File: src/rtl/fetch_prefetch_queue.sv
// Fetch stage: owns the fetch PC, issues requests to a 1-cycle-latency instruction
// memory, buffers returned words in a small prefetch queue and drives the IF/ID register.
// An epoch bit tags every request so responses issued before a redirect are discarded.
module fetch_prefetch_queue #(
    parameter int unsigned     XLEN     = 16,
    parameter int unsigned     DEPTH    = 4,
    parameter int unsigned     PC_INC   = 1,
    parameter logic [XLEN-1:0] RESET_PC = '0
) (
    input  logic                     clk,
    input  logic                     rst,
    output logic                     imem_req_o,
    output logic [XLEN-1:0]          imem_addr_o,
    input  logic [XLEN-1:0]          imem_rdata_i,
    input  logic                     imem_rvalid_i,
    input  logic                     redirect_i,
    input  logic [XLEN-1:0]          redirect_pc_i,
    input  logic                     stall_d_i,
    input  logic                     flush_d_i,
    output logic [XLEN-1:0]          instr_d_o,
    output logic [XLEN-1:0]          pc_d_o,
    output logic [XLEN-1:0]          pc_plus_d_o,
    output logic                     valid_d_o,
    output logic [$clog2(DEPTH):0]   q_count_o
);

    localparam int unsigned     PtrW   = $clog2(DEPTH);
    localparam logic [XLEN-1:0] Inc    = XLEN'(PC_INC);
    localparam logic [PtrW:0]   DepthC = (PtrW + 1)'(DEPTH);

    logic [XLEN-1:0] pc_f_q, pc_f_d;
    logic [XLEN-1:0] q_instr_q [DEPTH];
    logic [XLEN-1:0] q_instr_d [DEPTH];
    logic [XLEN-1:0] q_pc_q    [DEPTH];
    logic [XLEN-1:0] q_pc_d    [DEPTH];
    logic [PtrW-1:0] rd_ptr_q, rd_ptr_d;
    logic [PtrW-1:0] wr_ptr_q, wr_ptr_d;
    logic [PtrW:0]   count_q, count_d;
    logic            inflight_q, inflight_d;
    logic [XLEN-1:0] inflight_pc_q, inflight_pc_d;
    logic            inflight_epoch_q, inflight_epoch_d;
    logic            epoch_q, epoch_d;
    logic [XLEN-1:0] instr_q, instr_d;
    logic [XLEN-1:0] pc_q, pc_d;
    logic [XLEN-1:0] pc_plus_q, pc_plus_d;
    logic            valid_q, valid_d;

    logic            rsp_ok;
    logic            normal;
    logic            pop;
    logic            bypass;
    logic            push;
    logic [PtrW:0]   occupancy;

    // Credit: queued words plus the outstanding request never exceed DEPTH, so a push
    // always finds room even when decode is stalled.
    assign occupancy  = count_q + {{PtrW{1'b0}}, inflight_q};
    assign imem_req_o = !rst && !redirect_i && (occupancy < DepthC);
    assign imem_addr_o = pc_f_q;

    assign rsp_ok = imem_rvalid_i && inflight_q && (inflight_epoch_q == epoch_q);
    assign normal = !redirect_i && !flush_d_i && !stall_d_i;
    assign pop    = normal && (count_q != '0);
    // Bypass only with an empty queue so FIFO order is preserved.
    assign bypass = normal && (count_q == '0) && rsp_ok;
    assign push   = rsp_ok && !redirect_i && !bypass;

    // Next state for fetch PC, prefetch queue and the outstanding-request tag.
    always_comb begin
        pc_f_d           = pc_f_q;
        q_instr_d        = q_instr_q;
        q_pc_d           = q_pc_q;
        rd_ptr_d         = rd_ptr_q;
        wr_ptr_d         = wr_ptr_q;
        count_d          = count_q;
        epoch_d          = epoch_q;
        inflight_d       = imem_req_o;
        inflight_pc_d    = pc_f_q;
        inflight_epoch_d = epoch_q;
        if (redirect_i) begin
            pc_f_d   = redirect_pc_i;
            epoch_d  = ~epoch_q;
            rd_ptr_d = '0;
            wr_ptr_d = '0;
            count_d  = '0;
        end else begin
            if (imem_req_o) begin
                pc_f_d = pc_f_q + Inc;
            end
            if (push) begin
                q_instr_d[wr_ptr_q] = imem_rdata_i;
                q_pc_d[wr_ptr_q]    = inflight_pc_q;
                wr_ptr_d            = wr_ptr_q + 1'b1;
            end
            if (pop) begin
                rd_ptr_d = rd_ptr_q + 1'b1;
            end
            count_d = count_q + {{PtrW{1'b0}}, push} - {{PtrW{1'b0}}, pop};
        end
    end

    // Next state for the IF/ID register: redirect > flush > stall > pop/bypass/bubble.
    always_comb begin
        instr_d   = instr_q;
        pc_d      = pc_q;
        pc_plus_d = pc_plus_q;
        valid_d   = valid_q;
        if (redirect_i || flush_d_i) begin
            instr_d   = '0;
            pc_d      = '0;
            pc_plus_d = '0;
            valid_d   = 1'b0;
        end else if (stall_d_i) begin
            valid_d = valid_q;
        end else if (pop) begin
            instr_d   = q_instr_q[rd_ptr_q];
            pc_d      = q_pc_q[rd_ptr_q];
            pc_plus_d = q_pc_q[rd_ptr_q] + Inc;
            valid_d   = 1'b1;
        end else if (bypass) begin
            instr_d   = imem_rdata_i;
            pc_d      = inflight_pc_q;
            pc_plus_d = inflight_pc_q + Inc;
            valid_d   = 1'b1;
        end else begin
            instr_d   = '0;
            pc_d      = '0;
            pc_plus_d = '0;
            valid_d   = 1'b0;
        end
    end

    // State registers; reset drops any outstanding request and empties the queue.
    always_ff @(posedge clk or posedge rst) begin
        if (rst) begin
            pc_f_q           <= RESET_PC;
            for (int i = 0; i < int'(DEPTH); i++) begin
                q_instr_q[i] <= '0;
                q_pc_q[i]    <= '0;
            end
            rd_ptr_q         <= '0;
            wr_ptr_q         <= '0;
            count_q          <= '0;
            inflight_q       <= 1'b0;
            inflight_pc_q    <= '0;
            inflight_epoch_q <= 1'b0;
            epoch_q          <= 1'b0;
            instr_q          <= '0;
            pc_q             <= '0;
            pc_plus_q        <= '0;
            valid_q          <= 1'b0;
        end else begin
            pc_f_q           <= pc_f_d;
            q_instr_q        <= q_instr_d;
            q_pc_q           <= q_pc_d;
            rd_ptr_q         <= rd_ptr_d;
            wr_ptr_q         <= wr_ptr_d;
            count_q          <= count_d;
            inflight_q       <= inflight_d;
            inflight_pc_q    <= inflight_pc_d;
            inflight_epoch_q <= inflight_epoch_d;
            epoch_q          <= epoch_d;
            instr_q          <= instr_d;
            pc_q             <= pc_d;
            pc_plus_q        <= pc_plus_d;
            valid_q          <= valid_d;
        end
    end

    assign instr_d_o   = instr_q;
    assign pc_d_o      = pc_q;
    assign pc_plus_d_o = pc_plus_q;
    assign valid_d_o   = valid_q;
    assign q_count_o   = count_q;

endmodule

File: config.mk
export PLATFORM = sky130hd
export DESIGN_NAME = fetch_prefetch_queue
export DESIGN_NICKNAME = d
export VERILOG_FILES = /design/src/rtl/fetch_prefetch_queue.sv
export SDC_FILE = /design/constraint.sdc
export NUM_CORES = 1
export LEC_CHECK = 0
export CAP_MARGIN = 25
export CORE_MARGIN = 5
export CORE_UTILIZATION = 52
export CTS_CLUSTER_DIAMETER = 60
export DETAILED_ROUTE_END_ITERATION = 12
export PLACE_DENSITY = 0.83
export SYNTH_ARGS = -nofsm -noshare
export SYNTH_HDL_FRONTEND = slang
export SYNTH_SLANG_ARGS = --single-unit
File: constraint.sdc
create_clock -name clk -period 6.03 [get_ports clk]
set_input_delay 0.603 -clock clk [delete_from_list [all_inputs] [get_ports clk]]
set_output_delay 0.603 -clock clk [all_outputs]
set_load 0.03 [all_outputs]
Yosys cells after proc, flatten, opt, wreduce, memory -nomap -nowiden
Index checks and enable logic that the tools add are counted.
{"block": "op_classes", "addsub": 8, "magnitude_cmp": 4, "n_eq_ne": 2, "n_mux": 33, "bitwise_logic": 4, "reduce_logical": 24}
{"operator": "16-bit two-way mux", "n": 19}
{"operator": "64-bit bitwise mux", "n": 2}
{"operator": "16-bit binary-select mux with 2-bit select", "n": 2}
{"operator": "16-bit by 1-bit adder with 16-bit output (second input constant)", "n": 3}
{"operator": "16-bit demux with 2-bit select", "n": 1}
{"operator": "1-bit logical AND", "n": 12}
{"operator": "2-bit two-way mux", "n": 4}
{"operator": "3-bit by 1-bit adder with 3-bit output", "n": 2}
{"operator": "3-bit greater-or-equal comparator (second input constant)", "n": 2}
{"operator": "2-bit NOT with 3-bit output", "n": 2}
{"operator": "2-bit nonzero test", "n": 3}
{"operator": "1-bit zero test", "n": 5}
{"operator": "2-bit by 1-bit adder with 2-bit output (second input constant)", "n": 2}
{"operator": "1-bit two-way mux", "n": 4}
{"operator": "3-bit zero test", "n": 1}
{"operator": "3-bit by 1-bit less-than comparator with 1-bit output (second input constant)", "n": 1}
{"operator": "3-bit less-than comparator (second input constant)", "n": 1}
{"operator": "3-bit two-way mux", "n": 1}
{"operator": "3-bit nonzero test", "n": 1}
{"operator": "3-bit by 1-bit subtractor with 3-bit output", "n": 1}
{"operator": "2-bit by 1-bit inequality test with 1-bit output (second input constant)", "n": 1}
{"operator": "1-bit NOT", "n": 2}
{"operator": "2-bit AND reduction", "n": 1}
{"operator": "1-bit == test", "n": 1}
{"operator": "1-bit logical OR", "n": 1}
{"block": "word_totals", "register_bits": 219, "in_bits": 38, "out_inout_bits": 69, "elab_cells": 95}

Logic depth before layout (Yosys ltp)
{"block": "depth", "word_depth": 10, "ltp_mapped": 12, "ltp_nobuf": 11}

Least setup slack after synthesis
No wires, ideal clock.
{"block": "synth_timing", "path_type": "input-to-reg", "from": "input port redirect_i", "to": "register count_q[2] (netlist: q_count_o[2])", "setup_ns": 0.132, "arrival_time_ns": 2.776, "required_time_ns": 5.898, "slack_ns": 3.122, "path_stages": 12, "n_path_buf": 2, "path_cell_list": "buf_2 -> nor3_1 -> nand2_1 -> inv_2 -> buf_4 -> ha_1 -> inv_1 -> ha_1 -> inv_1 -> fa_1 -> xnor2_1 -> nor2_1"}
{"block": "synth_between", "elab_chain_len": 10, "elab_cells_between_ends": 12, "classes_between": "2 x add/sub; 1 x mux; 9 x reduce/logical"}
{"element": "from (decl)", "line": "16", "text": "input logic redirect_i,"}
{"element": "1-bit zero test", "line": "62, 66"}
{"element": "1-bit logical AND (2 in series)", "line": "62", "text": "assign normal = !redirect_i && !flush_d_i && !stall_d_i;"}
{"element": "1-bit logical AND (2 in series)", "line": "65", "text": "assign bypass = normal && (count_q == '0) && rsp_ok;"}
{"element": "1-bit zero test", "line": "66", "text": "assign push = rsp_ok && !redirect_i && !bypass;"}
{"element": "1-bit logical AND", "line": "66"}
{"element": "3-bit by 1-bit adder with 3-bit output", "line": "98", "text": "count_d = count_q + {{PtrW{1'b0}}, push} - {{PtrW{1'b0}}, pop};"}
{"element": "3-bit by 1-bit subtractor with 3-bit output", "line": "98"}
{"element": "3-bit two-way mux *", "line": "80", "text": "if (redirect_i) begin"}
{"element": "named net count_d[2]", "line": "38", "text": "logic [PtrW:0] count_q, count_d;"}
{"element": "to (signal assigned)", "line": "158", "text": "count_q <= count_d;"}
{"element": "to (decl)", "line": "38"}
The timed path passes the listed nets; every way through them passes the cells marked *.
A chain may end at the register's enable or synchronous reset.

Worst setup path in the final report
Ends and elaborated chain as after synthesis.

==> flow_summary.toml <==
[place]
numPortBuffers = 106
gp_congestion = 0.8037
hpwl_um = 14970
dp.cells = 1097
placed_area_um2 = 11530
preCtsSetupSlack_ns = 1.779

[synthesis]
async_flop_share_pct = 100.0
netlist.area_leader.share_pct = 52.74
synth_edf_count = 0
synthDistinctLibCells = 60
ys_warn_count = 0
synth_nets = 817
synthTopCellsByArea = "dfrtp_1, mux2_2, mux2_4, mux4_2, a22oi_1"
avgSynthCellArea_um2 = 13.51
syn-cell-area_um2 = 10390
synth-main-ff-cell = "dfrtp_1"
netlist_instances = 769
seq_area_frac_synth_pct = 52.74
yosys.area.top_type = "dfrtp_1"
synth_seq_cells = 219

[timing]
rsz0062_at_grt = "false"
min_period_over_period_pct = 65.93
period_needed_ns = 3.975
setup-violations-final = 0
tns_ns = 0
relSlewSlack_pct = 32.43
fmaxAchievable_mhz = 251.6
clock_skew_ns = 0.01261
slew_viol_final = 0
finalWorstSetupSlack_ns = 2.055
hold_viol_final = 0
timing.hold.ws_ns = 0.4318
worst_slew_pin_slew_ns = 1.006

[cts]
hold_buffers = 0
postCtsSetupBuffers = 0
clk_path_buf_depth = 3
post_cts_resized = 0
cts_root_buffer = "clkbuf_16"
insertion_delay_ns = 0.50
numCtsBuffers = 22
htreeDepth = 1
cts.sinks = 219
cts_tree = "yes"
path_clk_slew_ns = 0.06

[setup_path]
crit_required_ns = 6.39
critPathSlowestCell = "nor3_1"
worstPathCellList = "clkdlybuf4s50_1 -> buf_4 -> nor3_1 -> nand2_1 -> inv_2 -> ha_1 -> inv_1 -> ha_1 -> inv_1 -> fa_1 -> xnor2_1 -> nor2_1"
cpPeakStageDelay_ns = 0.75
cp_max_fo = 44
cp_top_family = "simple AND/OR/NAND/NOR gates"
critPathArrivalTime_ns = 4.34
path_class = "input port to flop"
cp-end-kind = "flop"
worst_setup_path_start_kind = "input port"
crit_buf_inv = 5

[drt]
ant_nets = 0
wl_per_cell_um = 21.00
drtPass1Iterations = 4
drt-vias-per-instance = 5.829
dr.first_iter.drc_count = 557
wl_um = 23770
drc = 0
vias = 6598

[global_route]
grt_usage_pct = 21.34
grt_max_degree = 184
grt_pass1_vias = 7067
antenna_found_initial = 0
grt_pass1_wl_um = 38720
overflow = 0

[finish]
layout_common_cells = "dfrtp_1, clkdlybuf4s50_1, mux2_2, nand2_1, mux2_4"
fin_nets = 904
synthToLayoutAreaGrowth_pct = 17.15
final_common_cell = "dfrtp_1"
fillers = 1457
final_area_um2 = 12170
diodes = 0
drive_gt1_share_pct = 24.68
fin_cells = 1132

[flow_run]
cap_violations = 0

[power]
pwr-share-seq_pct = 46.9
powerDensity_nw_per_um2 = 313.9
irDropWorstVdd_mv = 0.1890
clock_power_share_pct = 32.6
p_leak_nw = 5.483
combPwrFrac_pct = 20.5
swShare_pct = 27.69
internal_power_mw = 2.763
switching_power_mw = 1.058

[die]
coreArea_um2 = 19590
dieWidth_um = 151.4
initial_core_util_pct = 53.04
num_io_pins = 107
die_area_um2 = 22910
row_count = 51
die_y_um = 151.4

[outcome]
status = "finished, final reports clean"

[worst_hold_path]
hold_class = "flop to flop"
-- sequential cells by signal (all words and copies together), names as in the netlist --
name / cells
inflight_pc_q: 16
valid_d_o: 1
inflight_epoch_q: 1
imem_addr_o: 16
q_pc_q: 64
wr_ptr_q: 2
q_count_o: 3
pc_d_o: 16
epoch_q: 1
instr_d_o: 16
rd_ptr_q: 2
q_instr_q: 64
inflight_q: 1
pc_plus_d_o: 16
-- path summary, 6_finish.rpt --
| kind | from | end | slack, ns | cells after the start |
|---|---|---|---|---|
| max | redirect_i | q_count_o[2] | 2.05 | 12 |
| min | imem_addr_o[15] | inflight_pc_q[15] | 0.43 | 0 |
| max reg2reg | q_count_o[1] | q_count_o[2] | 2.65 | 11 |
| min reg2reg | imem_addr_o[15] | inflight_pc_q[15] | 0.43 | 0 |
| max in group asynchronous | rst | instr_d_o[5] | 3.83 | 3 |
| min in group asynchronous | rst | inflight_pc_q[7] | 0.77 | 2 |
-- logic make-up (layout without fill, tap and decap cells) --
group / count (synthesis) / in the layout / share of synthesized area (%)
DFF: 219 / 219 / 52.74
muxes: 165 / 165 / 23.14
and+or+nand+nor: 154 / 154 / 8.116
AOI/OAI and AO/OA: 111 / 111 / 7.164
buffers and inverters: 66 / 164 / 3.781
xor gates and xnor gates: 44 / 44 / 3.781
adders and majority gates: 10 / 10 / 1.276
-- metrics by stage --
stage / utilization [%] / power [mW]
after floorplan: - / 2.355
after global placement: 58.86 / 2.554
after detailed placement: 58.86 / 2.587
after CTS: 62.14 / 3.843
after global routing: 62.14 / 3.989
final: 62.14 / 3.820
-- Yosys cell counts, drive strengths merged, types with 2 or more instances --
library cell / n
and3: 4
o21ai: 47
a22oi: 38
dfrtp: 219
o211ai: 2
xnor2: 33
a211oi: 3
or3: 5
mux4: 32
a221oi: 2
nor3: 10
nor4b: 2
a22o: 2
mux2: 129
nand3: 17
inv: 15
and4: 5
mux2i: 4
clkbuf: 20
nand4: 14
nor4: 3
nand2: 75
nor2: 15
nor2b: 2
xor2: 11
buf: 31
a21oi: 6
ha: 9
-- per-layer routing --
metal  vias up  routed length, um  part of all wire [%]  global-route usage, %
met3        32               1387                   5.8                  3.740
met1      3400              10430                    44                  30.43
li1       2955                  -                     -                      -
met4         0                333                   1.4                  5.213
met5         -                  0                     0                      0
met2       211              11620                    49                  34.39
-- power by group through the flow --
stage / Sequential (mW) / Combinational [mW] / Clock (mW)
4_1_cts: 1.79 / 0.786 / 1.27
5_1_grt: 1.81 / 0.842 / 1.33
3_5_place_dp: 1.81 / 0.779 / 0
6_report: 1.79 / 0.784 / 1.24
3_3_place_gp: 1.80 / 0.754 / 0
2_1_floorplan: 1.80 / 0.558 / 0
-- layout make-up --
type | count | area [um2] | share of cell area, %
Clock buffer | 33 | 633.1 | 5.201
Sequential cell | 219 | 5482 | 45.03
Clock inverter | 2 | 10.01 | 0.08223
Tap cell | 265 | 331.6 | 2.724
Timing Repair Buffer | 114 | 1134 | 9.312
Multi-Input combinational cell | 484 | 4523 | 37.16
Inverter | 15 | 60.06 | 0.4934
-- worst reg2reg max path, stage by stage (launching register included) --
cell,delay (ns)
dfrtp_1,0.49
or3_1,0.41
buf_4,0.25
nand2_1,0.52
inv_2,0.31
ha_1,0.36
inv_1,0.06
ha_1,0.14
inv_1,0.05
fa_1,0.38
xnor2_1,0.21
nor2_1,0.07
No activity file was read; power rests on OpenSTA's default activity.
